### src/rtl/fft_iter_sample_loader.sv
// Input-side loader for the 32-point iterative FFT core.
// Pairs consecutive stream samples into dual-port RAM writes, kicks the core
// with START once a frame is loaded, and holds off the stream while the core
// owns its input RAM.
module fft_iter_sample_loader #(
  parameter int IWL         = 32,
  parameter int AWL         = 5,
  parameter int BIT_REV     = 1,
  parameter int ACK_TIMEOUT = 15
) (
  input  logic           CLK,
  input  logic           RST,
  input  logic           EN,
  input  logic [IWL-1:0] i_DATA,
  input  logic           i_VALID,
  output logic           o_READY,
  output logic [IWL-1:0] o_A_DATA,
  output logic [IWL-1:0] o_B_DATA,
  output logic [IWL-1:0] o_A_ADDR,
  output logic [IWL-1:0] o_B_ADDR,
  output logic           o_RAM_Wr,
  output logic           o_START,
  input  logic           i_RAM_BLOCK,
  output logic           o_ERR
);

  localparam int TW = $clog2(ACK_TIMEOUT + 1);

  typedef enum logic [2:0] {
    FILL     = 3'd0,
    FLUSH    = 3'd1,
    KICK     = 3'd2,
    WAIT_ACK = 3'd3,
    WAIT_REL = 3'd4
  } state_t;

  state_t           state;
  logic [AWL-1:0]   count;
  logic [IWL-1:0]   hold;
  logic [TW-1:0]    tmo;
  logic             wr_pend;
  logic             start_pend;
  logic             err;
  logic [IWL-1:0]   a_data;
  logic [IWL-1:0]   b_data;
  logic [AWL-1:0]   a_addr;
  logic [AWL-1:0]   b_addr;

  logic             accept;
  logic             wr_fire;

  // Frame index to RAM address: optional bit reversal over AWL bits.
  function automatic logic [AWL-1:0] addr_of(input logic [AWL-1:0] k);
    logic [AWL-1:0] r;
    for (int i = 0; i < AWL; i++) r[i] = k[AWL-1-i];
    return (BIT_REV != 0) ? r : k;
  endfunction

  // Handshake and strobe gating; the strobes are registered flags masked by
  // EN and the RAM block so a pending write or START survives a stall.
  always_comb begin
    o_READY  = EN & ~i_RAM_BLOCK & (state == FILL);
    accept   = i_VALID & o_READY;
    wr_fire  = EN & ~i_RAM_BLOCK & wr_pend;
    o_RAM_Wr = wr_fire;
    o_START  = EN & start_pend;
  end

  assign o_A_DATA = a_data;
  assign o_B_DATA = b_data;
  assign o_A_ADDR = {{(IWL-AWL){1'b0}}, a_addr};
  assign o_B_ADDR = {{(IWL-AWL){1'b0}}, b_addr};
  assign o_ERR    = err;

  // Frame FSM: pairing, write hand-off, START issue and acknowledge timeout.
  always_ff @(posedge CLK) begin
    if (RST) begin
      state      <= FILL;
      count      <= '0;
      hold       <= '0;
      tmo        <= '0;
      wr_pend    <= 1'b0;
      start_pend <= 1'b0;
      err        <= 1'b0;
      a_data     <= '0;
      b_data     <= '0;
      a_addr     <= '0;
      b_addr     <= '0;
    end else if (EN) begin
      // NOTE: the clear is written before the FSM so that a write armed in the
      // same edge (last statement wins under non-blocking semantics) is kept.
      if (wr_fire) wr_pend <= 1'b0;
      start_pend <= 1'b0;

      case (state)
        FILL: begin
          if (accept) begin
            if (!count[0]) begin
              hold <= i_DATA;
            end else begin
              a_data  <= hold;
              b_data  <= i_DATA;
              a_addr  <= addr_of({count[AWL-1:1], 1'b0});
              b_addr  <= addr_of(count);
              wr_pend <= 1'b1;
              if (&count) state <= FLUSH;
            end
            // Natural wrap of an AWL-bit counter restarts the next frame at 0.
            count <= count + 1'b1;
          end
        end

        FLUSH: state <= KICK;

        KICK: begin
          start_pend <= 1'b1;
          tmo        <= '0;
          state      <= WAIT_ACK;
        end

        WAIT_ACK: begin
          if (i_RAM_BLOCK) begin
            state <= WAIT_REL;
          end else begin
            tmo <= tmo + 1'b1;
            if (tmo == TW'(ACK_TIMEOUT - 1)) begin
              err   <= 1'b1;
              state <= KICK;
            end
          end
        end

        WAIT_REL: if (!i_RAM_BLOCK) state <= FILL;

        default: state <= FILL;
      endcase
    end
  end

endmodule

### config.mk
export PLATFORM = sky130hd
export DESIGN_NAME = fft_iter_sample_loader
export DESIGN_NICKNAME = d
export VERILOG_FILES = /design/src/rtl/fft_iter_sample_loader.sv
export SDC_FILE = /design/constraint.sdc
export NUM_CORES = 1
export LEC_CHECK = 0
export ABC_AREA = 0
export CAP_MARGIN = 20
export CORE_ASPECT_RATIO = 1.25
export CORE_MARGIN = 3
export CORE_UTILIZATION = 47
export DETAILED_ROUTE_END_ITERATION = 12
export PLACE_DENSITY = 0.86
export RECOVER_POWER = 50
export SLEW_MARGIN = 40
export SYNTH_ARGS = -nofsm -noshare
export SYNTH_HDL_FRONTEND = slang
export SYNTH_SLANG_ARGS = --single-unit
### constraint.sdc
create_clock -name CLK -period 2.3 [get_ports CLK]
set_input_delay 0.46 -clock CLK [delete_from_list [all_inputs] [get_ports CLK]]
set_output_delay 0.46 -clock CLK [all_outputs]
set_load 0.005 [all_outputs]
* Word-level counts from Yosys, hierarchy flattened
Cells that the tools add are included.
** Storage, ports and cells
- Logic and storage cells :: 54
- Bits in registers :: 120
- Input bits :: 37
** Cells by class
- Eq/ne operators :: 11
- Muxes and demuxes :: 14
- Bitwise operators :: 7
- Reductions and logical operators :: 9
- $add $sub $neg :: 2
** Operators by type and width (count)
- 2-to-1 mux 3 bit :: 6
- case mux 3 bit (5 select lines) :: 1
- AND reduction 4 bit :: 3
- != test 2 bit (second input constant) :: 4
- case mux 4 bit (2 select lines) :: 1
- equality test 3 x 2 -> 1 bit (second input constant) :: 2
- AND reduction 3 bit :: 2
- AND reduction 6 bit :: 1
- adder 5 x 1 -> 5 bit (second input constant) :: 1
- bitwise AND 1 bit :: 5
- 2-to-1 mux 1 bit :: 5
- AND reduction 5 bit :: 1
- adder 4 x 1 -> 4 bit (second input constant) :: 1
- equality test 4 bit (second input constant) :: 1
- 2-to-1 mux 4 bit :: 1
- equality test 3 x 1 -> 1 bit (second input constant) :: 1
- equality test 3 bit (second input constant) :: 1
- zero test 3 bit :: 1
- != test 3 bit (second input constant) :: 1
- != test 2 x 1 -> 1 bit (second input constant) :: 1
- NOT 1 bit :: 2
- nonzero test 2 bit :: 1

* Longest topological paths before layout
- Depth after elaboration :: 7
- Gate-level depth with buffers :: 7
- Mapped depth without buffers :: 5

* Worst setup path before layout
Ideal clock, no wire load.
- Path type :: in2out
- Start :: input port EN
- End :: output port o_READY
- Buffers on the path :: 3
- Arrival :: 1.407 ns
- Data required time :: 1.840 ns
- Path slack :: 0.433 ns
- Cell stages on the path :: 5
- Cell sequence :: buf_4 or3b_1 buf_2 clkbuf_1 nor3_1
** On the way
- Cells in the longest elaborated chain, start to end :: 2
** RTL lines
- start: declaration :: line 13 : input logic EN,
- bitwise AND 1 bit (2 in series) :: line 62 : o_READY = EN & ~i_RAM_BLOCK & (state == FILL);
- end: declaration :: line 16 : output logic o_READY,
No other way between the ends.

* Final worst setup path
Ends and elaborated chain as after synthesis.

==> results by group <==
Synthesis
  – Synth warnings: 0
  – Mapped cell area: roughly 5300 µm²
  – Synth Instances: about 620
  – Async set or reset register ratio after synthesis: 0
  – Synth cell types: 37
  – Area share of the largest cell type after synthesis: 0.440
  – Syn avg cell area: 8.47 µm²
  – Post-synth top flop: dfxtp_1
  – FF+latch count, synth: approximately 120
  – Seq/Total Area, Yosys: 0.440
  – Largest cells by area after synthesis: dfxtp_1 44%, a21oi_1 11%, buf_4 8.7%
  – Post-synth EDFFs: 0
  – Leading area contributor after synthesis: dfxtp_1

Route
  – Wire per inst: ~17 µm
  – Via density: a little under 6
  – Routed wire length: approximately 14 mm
  – DR DRC count: 0
  – Antenna Nets Post-Route: 0
  – Routed via count: just under 5000
  – DR pass1 iterations: 8
  – Drt initial violations: 563

Worst setup path
  – CP max stage delay: 0.48 ns
  – CP Max Fanout: 2
  – Critical-path cell list: clkdlybuf4s50_1 -> or3b_4 -> nor3_1 -> dlygate4sd2_1
  – CP endpoint kind: output pin
  – CP startpoint kind: input port
  – Critical-path top delay cell: clkdlybuf4s50_1
  – Data required time of the worst path: approximately 1.8 ns
  – WP buf/inv: 2
  – CP arrival: around 1.7 ns
  – Crit Path Class: input port to output pin
  – R2r setup slk: approximately 0.40 ns
  – CP delay by family, top: buffers and inverters

Global route
  – Initial antenna violation count: 0
  – Vias in the first global route: approximately 4700
  – Gr usage total: 0.231
  – Largest net degree at the start of global routing: 67
  – Grt ovf: 0
  – First-pass GRT wire length: ~23 mm

Placed design
  – Dpl cells: ~820
  – Cell Area, Placed: between 6000 and 7000 µm²
  – IO Port Bufs: ~110
  – Post-DP HPWL: roughly 9.4 mm
  – Gpl congestion: slightly below 0.8

STA
  – Fin. Hold Viols: 0
  – Period utilisation layout: 0.943
  – Clock Skew: 0.00528 ns
  – Worst hold-check slack: approximately 0.44 ns
  – Max-slew headroom: 0.630
  – Pins Over Slew Limit: 0
  – Slew at the pin closest to its max-slew limit: around 0.55 ns
  – Minimum clock period after layout: roughly 2.2 ns
  – RSZ-0062 raised after global routing: false
  – Fmax: about 0.46 GHz
  – Final setup vio count: 0

Cells and area
  – Fill cells: ~890
  – Area Growth Syn to Fin: 31.5%
  – Final nets: about 750
  – Final Cell Area: 6940 µm²
  – # diodes: 0
  – Layout cells sized above 1: 0.0886
  – Fin cells: roughly 850
  – Post-Route Utilization: 0.644

Clocking
  – Clk root buf: clkbuf_16
  – Post-CTS setup buffer count: 0
  – Skew-Pair Late Insertion Delay: about 0.4 ns
  – Reg clk slew, reported paths: 0.05 ns
  – CTS Buf Count: 17
  – Clk buf depth: 2
  – H-tree levels: 4
  – Clock Sinks: 116
  – CTS tree: done

Power
  – Pleak: roughly 2.6 nW
  – Max IR drop VDD: 0.549 mV
  – Pwr dens: 737 nW/µm²
  – Power consumption: roughly 5.1 mW

Min path
  – Worst Hold Class: input port to flip-flop

Status
  – Status: finished, final reports clean

Floorplan
  – Initial core utilization: 0.490
  – Die area: about 13000 µm²
  – Die Wd: just over 100 µm
  – Num rows: 42
  – Top-Level Pins: 169
  – Die H: between 100 and 150 µm
  – Core footprint: roughly 11000 µm²

Job
  – Total of max-cap violations: 0
cell usage in the layout, fill, tap and decap left out, types with 6 or more instances in the layout:
| master | instances |
|---|---|
| a21oi_1 | 114 |
| buf_12 | 6 |
| buf_4 | 19 |
| clkbuf_1 | 7 |
| clkbuf_16 | 17 |
| clkdlybuf4s50_1 | 35 |
| conb_1 | 55 |
| dfxtp_1 | 115 |
| dlygate4sd3_1 | 75 |
| nand3_1 | 72 |
| nand4b_1 | 33 |
| o21ai_0 | 75 |
| o31ai_1 | 35 |
report_power, final:
part | internal (mW) | leakage [nW] | switching, mW
combinational | 0.137 | 1.41 | 0.213
clock | 1.83 | 0.297 | 0.885
sequential | 2.04 | 0.937 | 0.0138
total | 4.01 | 2.64 | 1.11
cells by family (layout without fill, tap and decap cells):
family,count (synthesis),after routing,synth area share
compound gates,229,229,0.237
simple gates,138,138,0.165
buf+inv,134,179,0.146
flops,116,116,0.440
fa+ha+maj,4,4,0.00948
other cells,1,55,0.000710
mux,1,1,0.00213
timing repair:
action,CTS,global route
resized for setup,2,0
hold buffers,0,0
endpoints found under the setup margin,2,0
final cells by class:
class	count	area [µm²]	share of cell area
well taps	132	165	0.0238
flip-flops and latches	116	2320	0.335
multi-input cells	427	2410	0.347
clock inverters	8	123	0.0177
clock buffers	23	498	0.0717
inverters	4	15.0	0.00216
repair buffers	144	1410	0.203
registers in the layout, summed over array words and instances, names as in the netlist:
name and count:
hold 32, wr_pend 1, o_B_DATA 32, state 3, b_addr 5, o_A_DATA 32, o_ERR 1, tmo 4
count 5, start_pend 1
layer usage:
layer,part of all wire,track usage
met1,0.41,0.288
met2,0.49,0.373
met3,0.070,0.0599
met4,0.030,0.0999
met5,0,0
worst register-to-register path, delay by kind of cell (launching register included):
| family | cells | cell delay [ns] |
|---|---|---|
| DFF | 1 | 0.47 |
| AOI/OAI and AO/OA | 2 | 0.44 |
| and+or+nand+nor | 1 | 0.59 |
| buffers and inverters | 1 | 0.29 |
metrics by stage:
stage	setup WS, ns	TNS [ns]
after floorplan	0.433	0
after global placement	-0.159	-0.173
after detailed placement	-0.161	-0.278
after CTS	0.118	0
after global routing	0.0705	0
final	0.132	0
final timing paths:
path / startpoint / end / cells past startpoint
worst max register to register: state[1] / hold[20] / 4
worst min register to register: start_pend / start_pend / 2
worst min-delay path: RST / o_A_DATA[27] / 2
worst max-delay path: EN / o_READY / 4
Yosys cell counts (2+ instances only):
cell,n
clkbuf_1,59
nand4b_1,33
a21oi_1,114
ha_1,4
or3_1,2
o21ai_0,75
nand3_1,72
nor3_1,2
buf_2,6
buf_6,4
buf_4,61
o31ai_1,35
inv_1,4
and3_1,2
dfxtp_1,116
or4_1,3
and2_1,2
nor3b_1,4
nand2_1,4
nor2_1,4
(Power assumes the default switching activity.)
